$ cat src/rtl/lift_door_ctrl_if.sv
// Signal bundle between the lift car logic and its door-cycle controller.
// The master side issues requests and the dwell-timer result; the slave side drives the motor and status.
interface lift_door_ctrl_if;
  logic       i_arrive;
  logic       i_open_btn;
  logic       i_close_btn;
  logic       i_obstruct;
  logic       i_timer_done;
  logic       o_timer_en;
  logic       o_motor_open;
  logic       o_motor_close;
  logic       o_door_closed;
  logic [1:0] o_door_state;
  logic       o_alarm;

  modport master (
    output i_arrive, i_open_btn, i_close_btn, i_obstruct, i_timer_done,
    input  o_timer_en, o_motor_open, o_motor_close, o_door_closed, o_door_state, o_alarm
  );

  modport slave (
    input  i_arrive, i_open_btn, i_close_btn, i_obstruct, i_timer_done,
    output o_timer_en, o_motor_open, o_motor_close, o_door_closed, o_door_state, o_alarm
  );
endinterface

$ cat src/rtl/lift_door_ctrl.sv
// Door-cycle controller for one lift car: opens, dwells on the external timer, closes,
// and reverses on obstruction or an open request. Every output is a registered function of the new state.
module lift_door_ctrl #(
  parameter int TRAVEL_CYCLES = 8,
  parameter int MAX_REOPEN    = 3
) (
  input logic             i_clock,
  input logic             i_rst,
  lift_door_ctrl_if.slave door
);

  typedef enum logic [1:0] {
    ST_CLOSED  = 2'b00,
    ST_OPENING = 2'b01,
    ST_OPEN    = 2'b10,
    ST_CLOSING = 2'b11
  } state_t;

  localparam int POS_W = $clog2(TRAVEL_CYCLES + 1);
  localparam int CNT_W = $clog2(MAX_REOPEN + 1);

  localparam logic [POS_W-1:0] POS_OPEN = POS_W'(TRAVEL_CYCLES);
  localparam logic [POS_W-1:0] POS_LAST = POS_W'(TRAVEL_CYCLES - 1);
  localparam logic [POS_W-1:0] POS_ONE  = POS_W'(1);
  localparam logic [CNT_W-1:0] CNT_MAX  = CNT_W'(MAX_REOPEN);

  state_t           state;
  state_t           state_n;
  logic [POS_W-1:0] pos;
  logic [POS_W-1:0] pos_n;
  logic [CNT_W-1:0] reopen_cnt;
  logic [CNT_W-1:0] reopen_cnt_n;
  logic             alarm_n;
  logic             restart;

  logic             timer_en_q;
  logic             motor_open_q;
  logic             motor_close_q;
  logic             door_closed_q;
  logic [1:0]       door_state_q;
  logic             alarm_q;

  // Next-state logic. A reversal keeps the current position so the door
  // only has to travel back the distance it already closed.
  always_comb begin
    // NOTE: every variable gets a default first so no path leaves it unassigned (no latch);
    // blocking assignments here, non-blocking only in the clocked block.
    state_n      = state;
    pos_n        = pos;
    reopen_cnt_n = reopen_cnt;
    alarm_n      = alarm_q;
    restart      = 1'b0;

    case (state)
      ST_CLOSED: begin
        if (door.i_arrive || door.i_open_btn) begin
          state_n = ST_OPENING;
        end
      end

      ST_OPENING: begin
        if (pos >= POS_LAST) begin
          pos_n   = POS_OPEN;
          state_n = ST_OPEN;
        end else begin
          pos_n = pos + 1'b1;
        end
      end

      ST_OPEN: begin
        // Obstruction and open requests outrank a close request; a timer
        // expiry only counts while the timer was actually enabled.
        if (door.i_obstruct || door.i_open_btn) begin
          restart = 1'b1;
        end else if (door.i_close_btn) begin
          state_n = ST_CLOSING;
        end else if (door.i_timer_done && timer_en_q) begin
          state_n = ST_CLOSING;
        end
      end

      ST_CLOSING: begin
        if (door.i_obstruct) begin
          state_n = ST_OPENING;
          if (reopen_cnt != CNT_MAX) begin
            reopen_cnt_n = reopen_cnt + 1'b1;
          end
          if (reopen_cnt_n == CNT_MAX) begin
            alarm_n = 1'b1;
          end
        end else if (door.i_open_btn || door.i_arrive) begin
          state_n = ST_OPENING;
        end else if (pos <= POS_ONE) begin
          pos_n        = '0;
          state_n      = ST_CLOSED;
          reopen_cnt_n = '0;
          alarm_n      = 1'b0;
        end else begin
          pos_n = pos - 1'b1;
        end
      end

      default: begin
        state_n = ST_CLOSED;
        pos_n   = '0;
      end
    endcase
  end

  // Outputs are decoded from the next state so they line up with the state register.
  always_ff @(posedge i_clock) begin
    if (i_rst) begin
      state         <= ST_CLOSED;
      pos           <= '0;
      reopen_cnt    <= '0;
      alarm_q       <= 1'b0;
      timer_en_q    <= 1'b0;
      motor_open_q  <= 1'b0;
      motor_close_q <= 1'b0;
      door_closed_q <= 1'b1;
      door_state_q  <= ST_CLOSED;
    end else begin
      state         <= state_n;
      pos           <= pos_n;
      reopen_cnt    <= reopen_cnt_n;
      alarm_q       <= alarm_n;
      timer_en_q    <= (state_n == ST_OPEN) && !restart;
      motor_open_q  <= (state_n == ST_OPENING);
      motor_close_q <= (state_n == ST_CLOSING);
      door_closed_q <= (state_n == ST_CLOSED);
      door_state_q  <= state_n;
    end
  end

  assign door.o_timer_en    = timer_en_q;
  assign door.o_motor_open  = motor_open_q;
  assign door.o_motor_close = motor_close_q;
  assign door.o_door_closed = door_closed_q;
  assign door.o_door_state  = door_state_q;
  assign door.o_alarm       = alarm_q;

  a_motor_exclusive: assert property (@(posedge i_clock) disable iff (i_rst)
    !(motor_open_q && motor_close_q));

  a_pos_in_range: assert property (@(posedge i_clock) disable iff (i_rst)
    pos <= POS_OPEN);

endmodule

$ cat src/flat_wrapper.sv
// flat-port wrapper written by rule: the top's interface ports become plain ports
module lift_door_ctrl_flat 
#(
  parameter int TRAVEL_CYCLES = 8,
  parameter int MAX_REOPEN    = 3
)
  (i_clock, i_rst, door_i_arrive, door_i_open_btn, door_i_close_btn, door_i_obstruct, door_i_timer_done, door_o_timer_en, door_o_motor_open, door_o_motor_close, door_o_door_closed, door_o_door_state, door_o_alarm);
  lift_door_ctrl_if door_i ();
  input logic i_clock;
  input logic i_rst;
  input wire logic [$bits(door_i.i_arrive)-1:0] door_i_arrive;
  input wire logic [$bits(door_i.i_open_btn)-1:0] door_i_open_btn;
  input wire logic [$bits(door_i.i_close_btn)-1:0] door_i_close_btn;
  input wire logic [$bits(door_i.i_obstruct)-1:0] door_i_obstruct;
  input wire logic [$bits(door_i.i_timer_done)-1:0] door_i_timer_done;
  output wire logic [$bits(door_i.o_timer_en)-1:0] door_o_timer_en;
  output wire logic [$bits(door_i.o_motor_open)-1:0] door_o_motor_open;
  output wire logic [$bits(door_i.o_motor_close)-1:0] door_o_motor_close;
  output wire logic [$bits(door_i.o_door_closed)-1:0] door_o_door_closed;
  output wire logic [$bits(door_i.o_door_state)-1:0] door_o_door_state;
  output wire logic [$bits(door_i.o_alarm)-1:0] door_o_alarm;
  assign door_i.i_arrive = door_i_arrive;
  assign door_i.i_open_btn = door_i_open_btn;
  assign door_i.i_close_btn = door_i_close_btn;
  assign door_i.i_obstruct = door_i_obstruct;
  assign door_i.i_timer_done = door_i_timer_done;
  assign door_o_timer_en = door_i.o_timer_en;
  assign door_o_motor_open = door_i.o_motor_open;
  assign door_o_motor_close = door_i.o_motor_close;
  assign door_o_door_closed = door_i.o_door_closed;
  assign door_o_door_state = door_i.o_door_state;
  assign door_o_alarm = door_i.o_alarm;
  lift_door_ctrl #(.TRAVEL_CYCLES(TRAVEL_CYCLES), .MAX_REOPEN(MAX_REOPEN)) u_core (.i_clock(i_clock), .i_rst(i_rst), .door(door_i));
endmodule
$ cat config.mk
export PLATFORM = sky130hd
export DESIGN_NAME = lift_door_ctrl_flat
export DESIGN_NICKNAME = d
export VERILOG_FILES = /design/src/rtl/lift_door_ctrl_if.sv /design/src/rtl/lift_door_ctrl.sv /design/src/flat_wrapper.sv
export SDC_FILE = /design/constraint.sdc
export NUM_CORES = 1
export LEC_CHECK = 0
export BUFFER_PORTS_ARGS = -buffer_cell sky130_fd_sc_hd__buf_2
export CAP_MARGIN = 20
export CORE_ASPECT_RATIO = 0.6
export CORE_UTILIZATION = 30
export DETAILED_ROUTE_END_ITERATION = 10
export SLEW_MARGIN = 15
export SYNTH_ARGS = -nofsm -noshare
export SYNTH_HDL_FRONTEND = slang
export SYNTH_SLANG_ARGS = --single-unit
$ cat constraint.sdc
create_clock -name i_clock -period 2.25 [get_ports i_clock]
set_clock_uncertainty 0.2 [all_clocks]
set_input_delay 0.3375 -clock i_clock [delete_from_list [all_inputs] [get_ports i_clock]]
set_output_delay 0.3375 -clock i_clock [all_outputs]
set_load 0.05 [all_outputs]
==> qor.txt, run 1 <==
Status -> completed
Final Setup Violations -> 0
Crit path capture type -> flip-flop
Die height -> 39.5 µm
1st-pass router iterations -> 4
Rows -> 13
Core ar. -> 0.00220 mm²
Layout cells sized above 1 -> 22.7%
Clock slew at reported path FFs -> 0.06 ns
Yosys reg bits -> 13
Max-cap violations -> 0
Share of async-settable or async-resettable flops after synthesis -> 0%
Max-slew headroom at the worst pin -> 73.7%
Worst Hold End -> u_core.reopen_cnt[0]
Setup TNS -> 0 ns
TritonCTS clock tree -> done
Period minus WS final -> 2.03 ns
Vias in the first global route -> 569
Initial Util -> 32.1%
Worst path slowest cell -> dfxtp_1
Post-CTS Hold Fix Bufs -> 0
Yosys top cell by area -> dfxtp_1
Nets -> 108
Total gr overflow -> 0
Required @ worst endpoint -> 2.18 ns
RR Startpoint -> u_core.pos[0]
Crit-path max FO -> 6
Crit path largest cell delay -> 0.41 ns
Gpl congestion -> 0.802
P&R area growth vs syn -> 19.2%
Number of gates resized after cts -> 0
Post-Syn Nets -> 93
Die W -> 64.6 µm
Clk pwr share -> 38.2%
First-pass GRT wire length -> 2.63 mm
1st-iter DRT viols -> 43
Routed WL -> 1.54 mm
Fmax -> 492 MHz
Distinct cells, synth -> 35
P_int -> 395 µW
Metal2 WL -> 621 µm
EDFF count, synth -> 0
Yosys warning total -> 0
Family with the most delay on the worst path -> compound AO/OA/AOI/OAI gates
Reg2reg end -> u_core.door.o_door_closed
Final core utilization -> 38.2%
Area post-placement -> 795 µm²
Post CTS Setup Buffer Count -> 0
Met1 wire length -> 811 µm
Port-buffer cells -> 13
Detail Route Antenna Nets -> 0
Top FF cell, synth -> dfxtp_1
Total power draw -> 535 µW
Initial antenna violation count -> 0
Critical path launch point type -> flip-flop
Unrepaired setup endpoints after global routing -> false
Sequential fraction of the synthesis area -> 36.9%
Slew @ Worst Pin -> 0.395 ns
CP bufs+invs -> 1
Length in cells of the worst reg-to-reg path -> 6
Die ar. -> 0.00255 mm²
Data arrival, critical path -> 1.96 ns
Final hold vios -> 0
Post-Syn Instances -> 83
Antenna diode count -> 0
Finished Cell Area -> 840 µm²
Wire length on met3 -> 77 µm
Switching share of power -> 26.2%
PD cells -> 637 mW/mm²
Vias -> 659
Detailed-placement wirelength estimate -> 1.16 mm
Synthesized area -> 704 µm²
GR Util All Layers -> 14.4%
Syn Area/Cell -> 8.49 µm²
Final period utilization -> 90.2%
WS Path Type -> flip-flop to flip-flop
Max clock buf depth -> 2
DRC -> 0
Root Driver -> clkbuf_8
VDD IR max -> 291 µV
Worst Hold Class -> primary input to flip-flop
Hold path startpoint -> i_rst
Combinational Power Share -> 15.4%
Worst-Skew Late Latency -> 0.24 ns
Top sig layer -> met4
Total CTS buffers -> 3
Psw -> 140 µW
Reg-to-reg slack, setup -> 0.22 ns
IO Pins -> 14
Fin. max-slew vios -> 0
Top area cells in the synthesized netlist -> dfxtp_1, ha_1, nor2_1
WL per Instance -> 12.1 µm
Clock sinks -> 13
Critical-path cell list -> inv_1, ha_1, or2_4, a21oi_1, o31ai_2, o21a_1
Yosys top cell area share -> 36.9%
Vias per cell -> 5.19
H-tree depth -> 1
Register share of total power -> 46.4%
WHS Path Cells -> 2
Largest net degree at the start of global routing -> 13
Leakage power -> 0.340 nW
## Yosys cell counts, drive strengths merged, types with 3 or more instances
| cell | count |
|---|---|
| nand2 | 4 |
| inv | 4 |
| nor2 | 10 |
| o21ai | 3 |
| dfxtp | 13 |
| a31oi | 4 |
| nor3 | 6 |
| ha | 3 |
| a21oi | 7 |
## placed cells by master (no fill, tap or decap), drive strengths merged, types with 3 or more instances in the layout
cell type / instances
nor2: 10
inv: 4
dfxtp: 13
a21oi: 7
a31oi: 4
nor3: 6
nand2: 4
clkbuf: 4
o21ai: 3
buf: 13
ha: 3
## worst reg2reg max path: stages (launching register included)
cell     delay, ns
dfxtp_1       0.41
inv_1         0.09
ha_1          0.23
or2_4         0.25
a21oi_1       0.36
o31ai_2       0.18
o21a_1        0.20
## layer usage
layer	vias to the layer above	track usage, %
met5	-	0
met4	0	6.67
met3	2	5.52
met2	14	21.8
met1	309	18.3
li1	334	-
## metrics by stage
step,hold WS [ns],worst slack (ns),cells
floorplan,0.267,0.316,83
global placement,0.289,0.303,123
detailed placement,0.286,0.256,123
CTS,0.225,0.225,127
global route,0.247,0.0930,127
finish,0.226,0.219,127
## power by group through the flow
stage               sequential [mW]  clock, mW  combinational (mW)
global placement              0.252          0              0.0826
floorplan                     0.263          0              0.0486
global route                  0.250      0.220              0.0894
detailed placement            0.253          0              0.0820
finish                        0.248      0.205              0.0822
CTS                           0.248      0.213              0.0823
## sequential cells by signal (all words and copies together) (netlist names)
register / count
u_core.pos: 4
u_core.door.o_motor_close: 1
u_core.state: 2
u_core.door.o_alarm: 1
u_core.reopen_cnt: 2
u_core.door.o_door_closed: 1
u_core.door.o_timer_en: 1
u_core.door.o_motor_open: 1
## area by class of cell
| cell class | count | area, µm² |
|---|---|---|
| tap | 30 | 37.5 |
| inverter | 5 | 20.0 |
| clock buffer | 4 | 45.0 |
| multi-input combinational | 62 | 412 |
| fill | 251 | 1360 |
| sequential | 13 | 260 |
| timing repair buffer | 13 | 65.1 |
## kinds of logic (layout without fill, tap and decap cells)
logic type / count (synthesis) / in the layout / synth area share [%]
AND/OR/NAND/NOR: 28 / 28 / 21.3
adder cells (fa/ha/maj): 3 / 3 / 5.33
buffers and inverters: 8 / 22 / 4.62
multiplexers: 2 / 2 / 2.84
AO/OA/AOI/OAI: 29 / 29 / 29.0
flip-flops: 13 / 13 / 36.9
## worst max path at each step
stage	start	to	depth (start not counted)
after floorplan	u_core.state[1]	u_core.door.o_door_closed	4
after global placement	u_core.pos[0]	u_core.door.o_timer_en	7
after detailed placement	u_core.pos[0]	u_core.door.o_door_closed	6
after CTS	u_core.pos[0]	u_core.pos[1]	6
after global routing	u_core.pos[0]	u_core.door.o_door_closed	6
final	u_core.pos[0]	u_core.door.o_door_closed	6
Power figures use the tool's default switching activity.
==> run 2, diff against run 1 <==
--- a/config.mk
+++ b/config.mk
@@ -7,8 +7,7 @@
 export LEC_CHECK = 0
 export BUFFER_PORTS_ARGS = -buffer_cell sky130_fd_sc_hd__buf_2
 export CAP_MARGIN = 20
-export CORE_ASPECT_RATIO = 0.6
-export CORE_UTILIZATION = 30
+export CORE_UTILIZATION = 40
 export DETAILED_ROUTE_END_ITERATION = 10
 export SLEW_MARGIN = 15
 export SYNTH_ARGS = -nofsm -noshare
==> run 2 against run 1 <==
Setup slack lost 0.013 ns. Clock-buffer cell count is the same. Highest routed layer unchanged. Power shrank 11%. Critical path type unchanged. Critical endpoint unchanged. Sequential power is essentially flat. Final area shrank 4.3%.
==> qor.txt, run 2 (same netlist as run 1, synthesis figures left out) <==
CP bufs+invs -> 1 (unchanged)
Total power draw -> 479 µW (-11%)
Number of gates resized after cts -> 0 (unchanged)
Detail Route Antenna Nets -> 0 (unchanged)
Psw -> 140 µW (+0.15%)
Finished Cell Area -> 803 µm² (-4.3%)
Fmax -> 489 MHz (-0.64%)
GR Util All Layers -> 19.3% (+4.9 points)
Unrepaired setup endpoints after global routing -> false
RR Startpoint -> u_core.pos[0]
Fin. max-slew vios -> 0 (unchanged)
Switching share of power -> 29.3% (+3.1 points)
Die W -> 44.0 µm (-32%)
VDD IR max -> 355 µV (+22%)
Clock slew at reported path FFs -> 0.09 ns (+0.03 ns)
CP Depth -> 6 (unchanged)
Status -> completed
P_int -> 338 µW (-14%)
Die height -> 44.0 µm (+11%)
Crit path largest cell delay -> 0.43 ns (+0.02 ns)
WL per Instance -> 13.5 µm (+12%)
Max-cap violations -> 0 (unchanged)
Port-buffer cells -> 13 (unchanged)
Reg2reg end -> u_core.door.o_door_closed
Die ar. -> 0.00193 mm² (-24%)
Rows -> 14 (+1)
IO Pins -> 14 (unchanged)
1st-iter DRT viols -> 23 (-47%)
Hold path startpoint -> i_rst
Vias in the first global route -> 588 (+3.3%)
Root Driver -> clkbuf_4
Crit-path max FO -> 6 (unchanged)
Register share of total power -> 51.9% (+5.5 points)
Period minus WS final -> 2.04 ns (+0.0131 ns)
WHS -> 0.173 ns (-0.0531 ns)
TritonCTS clock tree -> done
Vias per cell -> 5.84 (+13%)
Final Setup Violations -> 0 (unchanged)
First-pass GRT wire length -> 2.66 mm (+1.3%)
Gpl congestion -> 0.776 (-3.2%)
Biggest register -> u_core.pos
Nets -> 108 (unchanged)
Final period utilization -> 90.8% (+0.58 points)
Max clock buf depth -> 2 (unchanged)
1st-pass router iterations -> 4 (unchanged)
Total gr overflow -> 0 (unchanged)
Length in cells of the worst reg-to-reg path -> 6 (unchanged)
Worst path slowest cell -> dfxtp_1
Post CTS Setup Buffer Count -> 0 (unchanged)
Antenna diode count -> 0 (unchanged)
Crit path capture type -> flip-flop
Final hold vios -> 0 (unchanged)
DRC -> 0 (unchanged)
Critical-path cell list -> inv_1, ha_1, or2_4, a21oi_1, o31ai_2, o21a_1
Total CTS buffers -> 3 (unchanged)
Initial antenna violation count -> 0 (unchanged)
Data arrival, critical path -> 2.02 ns (+0.06 ns)
Reg-to-reg slack, setup -> 0.21 ns (about the same)
P&R area growth vs syn -> 14.0%
Setup TNS -> 0 ns (unchanged)
Clk pwr share -> 31.2% (-7.0 points)
Post-CTS Hold Fix Bufs -> 0 (unchanged)
Vias -> 660 (+0.15%)
Layout cells sized above 1 -> 22.7% (unchanged)
Worst-Skew Late Latency -> 0.29 ns (+0.05 ns)
Routed WL -> 1.53 mm (-0.59%)
Worst Hold End -> u_core.pos[3]
Required @ worst endpoint -> 2.23 ns (+0.05 ns)
Leakage power -> 0.333 nW (-2.3%)
Detailed-placement wirelength estimate -> 1.12 mm (-3.0%)
Core ar. -> 0.00158 mm² (-28%)
Combinational Power Share -> 16.9% (+1.5 points)
Most frequent cells in the layout -> buf_2, dfxtp_1, nor2_1
Family with the most delay on the worst path -> compound AO/OA/AOI/OAI gates
Critical path launch point type -> flip-flop
Max FFs per register -> 4 (unchanged)
WS Path Type -> flip-flop to flip-flop
Largest net degree at the start of global routing -> 13 (unchanged)
Worst Hold Class -> primary input to flip-flop
PD cells -> 596 mW/mm² (-6.5%)
Clock sinks -> 13 (unchanged)
WHS Path Cells -> 2 (unchanged)
Largest regs -> u_core.pos (4), u_core.reopen_cnt (2), u_core.state (2)
Slew @ Worst Pin -> 0.407 ns (+0.0123 ns)
H-tree depth -> 1 (unchanged)
Area post-placement -> 777 µm² (-2.2%)
Initial Util -> 44.7% (+13 points)
Max-slew headroom at the worst pin -> 72.9% (-0.82 points)
==> run 2: cell count changes in the layout (fill, tap and decap cells not counted) <==
cell	previous run	this run
clkbuf_4	0	3
clkbuf_8	3	0
==> run 2: worst max-delay path by stage <==
stage / start / to / slack, ns
2_1_floorplan: u_core.state[1] / u_core.door.o_door_closed / 0.32
3_3_place_gp: u_core.pos[0] / u_core.door.o_timer_en / 0.31
3_5_place_dp: u_core.pos[0] / u_core.door.o_door_closed / 0.24
4_1_cts: u_core.pos[0] / u_core.door.o_door_closed / 0.23
5_1_grt: u_core.pos[0] / u_core.door.o_door_closed / 0.09
6_report: u_core.pos[0] / u_core.door.o_door_closed / 0.21
==> run 2: cell type report <==
| type | instances | area [µm²] |
|---|---|---|
| clock buffers | 4 | 26.3 |
| well taps | 16 | 20.0 |
| flip-flops and latches | 13 | 260 |
| fillers | 154 | 773 |
| repair buffers | 13 | 65.1 |
| multi-input cells | 62 | 412 |
| inverters | 5 | 20.0 |
==> run 2: power groups by stage <==
stage	registers (mW)	clock network, mW	logic (mW)
6_report	0.248	0.149	0.0810
3_5_place_dp	0.254	0	0.0810
3_3_place_gp	0.253	0	0.0828
4_1_cts	0.248	0.157	0.0812
2_1_floorplan	0.263	0	0.0486
5_1_grt	0.250	0.169	0.0892
==> run 2: per-stage QoR <==
| step | std cells | setup slack (ns) | util (%) |
|---|---|---|---|
| 5_1_grt | 113 | 0.0896 | 51.0 |
| 2_1_floorplan | 83 | 0.316 | - |
| 4_1_cts | 113 | 0.227 | 51.0 |
| 6_report | 113 | 0.206 | 51.0 |
| 3_5_place_dp | 109 | 0.244 | 49.3 |
| 3_3_place_gp | 109 | 0.310 | 49.3 |
==> run 2: routing by layer <==
metal	GRT usage [%]	routed length [µm]
met4	10.9	34
met1	25.4	713
met3	6.25	75
met5	0	0
met2	27.8	707
==> run 2: worst register-to-register path, cell delays in order (launching register included) <==
cell     delay (ns)
dfxtp_1        0.43
inv_1          0.09
ha_1           0.23
or2_4          0.25
a21oi_1        0.37
o31ai_2        0.19
o21a_1         0.19
